--- src/rtl/apu_pkg.sv ---
`default_nettype none
// ============================================================================
// Package : apu_pkg
// Shared constants and sample-format helpers for the APU audio output path.
// Rev     : 1.0
// ============================================================================
package apu_pkg;

    localparam int I2S_SLOTS   = 32;
    localparam int AUDIO_OUT_W = 16;

    // Offset-binary (midscale = silence) to two's complement: flip the MSB.
    function automatic logic [AUDIO_OUT_W-1:0] offset_to_signed(
        input logic [AUDIO_OUT_W-1:0] v
    );
        return {~v[AUDIO_OUT_W-1], v[AUDIO_OUT_W-2:0]};
    endfunction

endpackage
`default_nettype wire

--- src/rtl/apu_i2s_ser.sv ---
`default_nettype none
// ============================================================================
// Module : apu_i2s_ser
// Registered I2S bclk/lrclk/sdata generation from the frame bit phase.
// Rev    : 1.0
// ============================================================================
module apu_i2s_ser
    import apu_pkg::*;
(
    input  logic                 clk,
    input  logic                 rst,
    input  logic [5:0]           bit_phase,
    input  logic [I2S_SLOTS-1:0] frame,
    input  logic                 prior_lsb,
    output logic                 i2s_bclk,
    output logic                 i2s_lrclk,
    output logic                 i2s_sdata
);

    logic [4:0] w_slot;
    logic [4:0] w_bit_sel;
    logic       w_bit;

    assign w_slot    = bit_phase[5:1];
    // Slot k carries frame bit 32-k; the modulo-32 wrap of slot 0 is overridden
    // by the one-bclk I2S delay, which sends the previous frame's right LSB.
    assign w_bit_sel = 5'd0 - w_slot;
    assign w_bit     = (w_slot == 5'd0) ? prior_lsb : frame[w_bit_sel];

    always_ff @(posedge clk or posedge rst) begin
        if (rst) begin
            i2s_bclk  <= 1'b0;
            i2s_lrclk <= 1'b0;
            i2s_sdata <= 1'b0;
        end else begin
            i2s_bclk  <= bit_phase[0];
            i2s_lrclk <= w_slot[4];
            i2s_sdata <= w_bit;
        end
    end

endmodule
`default_nettype wire

--- src/rtl/apu_audio_i2s.sv ---
`default_nettype none
// ============================================================================
// Module : apu_audio_i2s
// Box-filter decimator of the APU mix feeding a mono (L=R) I2S transmitter.
// Rev    : 1.0
// ============================================================================
module apu_audio_i2s
    import apu_pkg::*;
#(
    parameter int AUDIO_DEPTH = 16,
    parameter int BCLK_DIV    = 4
) (
    input  logic                   clk,
    input  logic                   rst,
    input  logic [AUDIO_DEPTH-1:0] audio,
    input  logic                   audio_en,
    output logic                   i2s_bclk,
    output logic                   i2s_lrclk,
    output logic                   i2s_sdata,
    output logic [AUDIO_OUT_W-1:0] sample_o,
    output logic                   sample_valid
);

    localparam int c_LB    = $clog2(BCLK_DIV);
    localparam int c_LW    = c_LB + 6;
    localparam int c_ACC_W = AUDIO_OUT_W + c_LW;

    logic [c_LW-1:0]        r_phase;
    logic [c_LW-1:0]        w_phase_nxt;
    logic                   w_last;
    logic [AUDIO_OUT_W-1:0] w_audio_lj;
    logic [AUDIO_OUT_W-1:0] w_x;
    logic [c_ACC_W-1:0]     r_acc;
    logic [c_ACC_W-1:0]     w_sum;
    logic [AUDIO_OUT_W-1:0] w_sample_nxt;
    logic [AUDIO_OUT_W-1:0] r_sample;
    logic                   r_sample_valid;
    logic [I2S_SLOTS-1:0]   r_frame;
    logic                   r_prior_lsb;

    generate
        if (AUDIO_DEPTH == AUDIO_OUT_W) begin : g_full_width
            assign w_audio_lj = audio;
        end else begin : g_left_justify
            assign w_audio_lj = {audio, {(AUDIO_OUT_W-AUDIO_DEPTH){1'b0}}};
        end
    endgenerate

    assign w_x          = audio_en ? w_audio_lj : 16'h8000;
    assign w_phase_nxt  = r_phase + c_LW'(1);
    assign w_last       = &r_phase;
    assign w_sum        = r_acc + c_ACC_W'(w_x);
    // Window length is 2**LW, so the floor average is just the upper bits.
    assign w_sample_nxt = offset_to_signed(w_sum[c_ACC_W-1:c_LW]);

    always_ff @(posedge clk or posedge rst) begin
        if (rst) begin
            r_phase        <= '0;
            r_acc          <= '0;
            r_sample       <= '0;
            r_sample_valid <= 1'b0;
            r_frame        <= '0;
            r_prior_lsb    <= 1'b0;
        end else begin
            r_phase        <= w_phase_nxt;
            r_sample_valid <= w_last;
            if (w_last) begin
                r_acc    <= '0;
                r_sample <= w_sample_nxt;
                r_frame  <= {w_sample_nxt, w_sample_nxt};
            end else begin
                r_acc    <= w_sum;
            end
            // Latch the right LSB one clk before the wrap so slot 0 of the next
            // frame still sees it after the frame word is replaced.
            if (&w_phase_nxt) begin
                r_prior_lsb <= r_frame[0];
            end
        end
    end

    assign sample_o     = r_sample;
    assign sample_valid = r_sample_valid;

    apu_i2s_ser u_ser (
        .clk       (clk),
        .rst       (rst),
        .bit_phase (w_phase_nxt[c_LW-1:c_LB]),
        .frame     (r_frame),
        .prior_lsb (r_prior_lsb),
        .i2s_bclk  (i2s_bclk),
        .i2s_lrclk (i2s_lrclk),
        .i2s_sdata (i2s_sdata)
    );

endmodule
`default_nettype wire

--- config.mk ---
export PLATFORM = sky130hd
export DESIGN_NAME = apu_audio_i2s
export DESIGN_NICKNAME = d
export VERILOG_FILES = /design/src/rtl/apu_pkg.sv /design/src/rtl/apu_i2s_ser.sv /design/src/rtl/apu_audio_i2s.sv
export SDC_FILE = /design/constraint.sdc
export NUM_CORES = 1
export LEC_CHECK = 0
export CAP_MARGIN = 10
export CORE_AREA = 3 3 98 100
export CTS_CLUSTER_DIAMETER = 60
export DETAILED_ROUTE_END_ITERATION = 6
export DIE_AREA = 0 0 101 103
export GPL_TIMING_DRIVEN = 0
export PLACE_DENSITY = 0.65
export RECOVER_POWER = 100
export SLEW_MARGIN = 10
export SYNTH_ARGS = -nofsm -noshare
export SYNTH_HDL_FRONTEND = slang
export SYNTH_SLANG_ARGS = --single-unit
--- constraint.sdc ---
create_clock -name clk -period 4.8 [get_ports clk]
set_input_delay 0.96 -clock clk [delete_from_list [all_inputs] [get_ports clk]]
set_output_delay 0.96 -clock clk [all_outputs]
set_load 0.005 [all_outputs]
### Word level (Yosys, flattened, before mapping)

Cells that the tools add are included.

| storage, ports and cells | value |
|---|---|
| output and inout port bits | 20 |
| flip-flop bits (word level) | 85 |
| input port bits | 19 |

| cells by class | value |
|---|---|
| add/sub/neg operators | 3 |
| bitwise gates (word level) | 1 |
| mux-type cells | 5 |
| reductions and logical operators | 3 |
| $lt $le $gt $ge | 1 |

Operator list:

| kind | count |
|---|---|
| $add A24 B16 Y24 | 1 |
| $mux W24 | 1 |
| $mux W16 | 1 |
| $reduce_and A8 Y1 | 2 |
| $add A8 B1 Y8 const B | 1 |
| $lt A5 B6 Y1 const B | 1 |
| $bmux W1 S5 | 1 |
| $logic_not A5 Y1 | 1 |
| $sub A1 B5 Y5 const A | 1 |
| $mux W1 | 2 |
| $not A1 Y1 | 1 |

### Logic depth before layout (Yosys ltp)

| depth | value |
|---|---|
| word-level depth | 5 |
| depth in mapped cells | 10 |

### Hierarchy

Synthesis repeated with hierarchy kept, for this count alone.

| second synthesis, totals | value |
|---|---|
| cells, all modules | 350 |
| area total of the unflattened synthesis | 3377.0 sq um |

Modules (own cells, without submodules):

| module | cells an instance | seq. area each (sq um) | times used | area each (sq um) |
|---|---|---|---|---|
| apu_audio_i2s | 308 | 1251.2 | 1 | 2877.8 |
| apu_i2s_ser | 42 | 75.1 | 1 | 499.2 |

### Worst setup path before layout

Ideal clock, no wire load.

| timing path | value |
|---|---|
| path type | in2reg |
| start | input audio_en |
| end | register r_sample[6] (netlist: sample_o[6]) |
| setup time | 0.129 ns |
| path slack | 1.596 ns |
| cell stages on the path | 10 |
| data required time | 4.671 ns |
| data arrival time | 3.075 ns |
| cell sequence | clkbuf_1 -> and2_1 -> ha_1 -> fa_1 -> a21o_1 -> a221oi_2 -> a31oi_1 -> a311oi_1 -> xnor2_1 -> o21ai_1 |

| on the way | value |
|---|---|
| longest elaborated chain between the ends | 2 |

RTL lines:

| what | line | source |
|---|---|---|
| start: declaration | apu_audio_i2s.sv:16 | `input logic audio_en,` |
| $mux W16 | apu_audio_i2s.sv:49 | `assign w_x = audio_en ? w_audio_lj : 16'h8000;` |
| $add A24 B16 Y24 | apu_audio_i2s.sv:52 | `assign w_sum = r_acc + c_ACC_W'(w_x);` |
| end signal: assignment | apu_audio_i2s.sv:69 | `r_sample <= w_sample_nxt;` |
| end: declaration | apu_audio_i2s.sv:36 | `logic [AUDIO_OUT_W-1:0] r_sample;` |

No other way between the ends.
A chain may end at the register's enable or synchronous reset.

### Worst setup path after layout

Same ends and word-level chain as after synthesis.

==> results.json <==
{
  "cts_resized": 0,
  "antenna_found_initial": 0,
  "start_util_pct": 34.7,
  "grt-ovfl-total": 0,
  "cp_slowest_cell": "dlygate4sd3_1",
  "post_cts_buffers": 0,
  "max_cap_violations": 1,
  "grt_pass1_vias": 2376,
  "fin_crit_sh_pct": 82.5,
  "relSlewSlack_pct": -35.9,
  "clock-sinks": 51,
  "post-route-util_pct": 41.6,
  "regArea_sq_um": 1280,
  "synth_area_leaders": "dfrtp_1 42%, ha_1 7.8%, and2_1 3.9%",
  "cts_hold_buf": 0,
  "grt_pass1_wl_um": 11100,
  "core_sq_um": 8760,
  "rows": 34,
  "status": "complete, but fails checks",
  "critPathArrivalTime_ns": 4.15,
  "routed.top_layer": "met4",
  "synth_edf_count": 0,
  "cellPowerDensity_nw_per_um2": 411,
  "areaGrowthSynthToFinish_pct": 19.8,
  "avgRoutedWirePerCell_um": 14.3,
  "syn-num-nets": 348,
  "dr.first_iter.drc_count": 86,
  "ys_warn_count": 0,
  "synthFlopType": "dfrtp_1",
  "ys_ff_latch": 51,
  "nets": 394,
  "die_x_um": 101,
  "first_pass_iters": 4,
  "io_buffers": 38,
  "path_class": "input port to flop",
  "skew_ns": 0.00736,
  "ioPinCount": 39,
  "dpl_cell_area_sq_um": 3570,
  "vias_per_cell": 5.16,
  "worstPathRequired_ns": 4.99,
  "root_buffer": "clkbuf_8",
  "totalWireLength_um": 6620,
  "leakagePower_nw": 1.56,
  "hold_path_class": "flop to flop",
  "met3RoutedLength_um": 248,
  "hold_violations": 0,
  "htreeDepth": 2,
  "critPathCaptureType": "flop",
  "insertion_delay_ns": 0.31,
  "multi_input_area_sq_um": 1680,
  "wl_met2_um": 3240,
  "ys_async_sr_fraction_pct": 100,
  "synth_cell_types": 50,
  "yosysMostFrequentCell": "dfrtp_1",
  "grt_max_degree": 38,
  "final_cell_area_sq_um": 3640,
  "slew_viol_final": 38,
  "drc": 0,
  "fin_crit_ns": 3.96,
  "fmax_mhz": 253,
  "wl_met1_um": 3080,
  "synth_area_sq_um": 3040,
  "synth_top_area_cell": "dfrtp_1",
  "nFillCells": 890,
  "fp.dieH_um": 103,
  "cts.clk_slew.worst_paths_ns": 0.10,
  "antenna_left": 0,
  "tns_ns": 0,
  "clockBufferDepth": 2,
  "rsz0062_at_grt": "false",
  "syn_avg_cell_area_sq_um": 9.84,
  "cpPeakStageDelay_ns": 0.63,
  "die_area_sq_um": 10400,
  "setup_viol": 0,
  "grt_use_total_pct": 13.3,
  "hpwlAfterDp_um": 5170,
  "synth_commonest_cells": "51 x dfrtp_1, 23 x a21oi_1, 23 x nor2_1",
  "worstPathCellList": "dlygate4sd3_1 > clkbuf_1 > and2_0 > ha_1 > fa_1 > a21o_1 > a221oi_2 > a31oi_1 > a311oi_1 > xnor2_1 > o21ai_0",
  "vdd_drop_max_mv": 0.167,
  "cts_buffers": 5,
  "syn_inst": 309,
  "drive_above_1_share_pct": 5.06,
  "cts_tree": "done",
  "cp-start-kind": "input port",
  "num_antenna_cells": 0,
  "ys_seq_area_share_pct": 42.0,
  "worst_pin_slew_ns": 2.04,
  "gp_congestion": 0.954,
  "yosysTopAreaCellShare_pct": 42.0,
  "violations": "capacitance limit, slew limit",
  "vias": 2396,
  "cp_max_fo": 10
}
[state kept, by name (all words and copies together) (netlist names)]
register	count
u_ser.i2s_sdata	1
r_prior_lsb	1
sample_o	15
r_phase	8
r_frame	1
r_acc	24
sample_valid	1
[cell usage in the layout, fill, tap and decap left out, types with 5 or more instances in the layout]
cell type and n:
nor3_1 9, nand3_1 6, or3_1 9, nor2_1 23, a21o_1 7, inv_1 11, and2_1 13, dfrtp_1 51
clkdlybuf4s50_1 16, a21oi_1 23, o21a_1 8, a31oi_1 7, and3_1 6, dlygate4sd3_1 22, nand4_1 5, ha_1 19
o21ai_0 21, clkbuf_8 6, xor2_1 12, xnor2_1 7, and2_0 6, clkbuf_1 7, nand2_1 20
[worst max-delay path, delay by kind of cell]
kind / cells / cell delay, ns
fa+ha+maj: 2 / 0.61
buf+inv: 2 / 0.89
compound gates: 5 / 1.28
simple gates: 1 / 0.20
xor+xnor: 1 / 0.20
[layer usage]
metal / track usage, % / up-vias
met4: 2.97 / 0
met5: 0 / -
met3: 2.77 / 7
li1: - / 1215
met2: 23.4 / 41
met1: 17.0 / 1133
[through the flow]
stage                     instances  hold slack (ns)  setup slack (ns)  power, mW
after floorplan                 309            0.460              1.60       1.09
after global placement          455            0.473             0.539       1.23
after detailed placement        456            0.491             0.513       1.25
after CTS                       464            0.502             0.842       1.53
after global routing            464            0.534             0.543       1.63
final                           464            0.486             0.840       1.50
[cell families after synthesis]
group           after synthesis  synth area share, %
fa+ha+maj                    20                 8.48
xor+xnor                     20                 6.22
flops                        51                 42.0
mux                           6                 4.08
buf+inv                      19                 2.35
simple gates                110                 18.9
compound gates               83                 18.0
[worst paths after layout]
check / startpoint / endpoint / slack (ns) / cells past startpoint
worst max-delay path: audio_en / sample_o[6]$_DFFE_PP0P_ / 0.84 / 11
worst min-delay path: r_phase[0]$_DFF_PP0_ / r_phase[0]$_DFF_PP0_ / 0.49 / 1
worst max register to register: r_phase[2]$_DFF_PP0_ / u_ser.i2s_sdata$_DFF_PP0_ / 2.17 / 6
worst min register to register: r_phase[0]$_DFF_PP0_ / r_phase[0]$_DFF_PP0_ / 0.49 / 1
max in group asynchronous: rst / r_acc[14]$_DFF_PP0_ / 1.36 / 3
min in group asynchronous: rst / sample_o[13]$_DFFE_PP0P_ / 1.13 / 2
[final cells by class]
| cell class | instances | area share, % |
|---|---|---|
| clock buffers | 6 | 2.27 |
| inverters | 12 | 1.24 |
| well taps | 108 | 3.71 |
| plain buffers | 7 | 0.721 |
| repair buffers | 39 | 10.5 |
| multi-input cells | 239 | 46.0 |
| flip-flops and latches | 51 | 35.0 |
| clock inverters | 2 | 0.447 |
[power by group]
group / internal, mW / switching (mW) / total [mW]
clock: 0.118 / 0.154 / 0.272
sequential: 0.527 / 0.0475 / 0.574
combinational: 0.274 / 0.378 / 0.652
No activity file was read; power rests on OpenSTA's default activity.
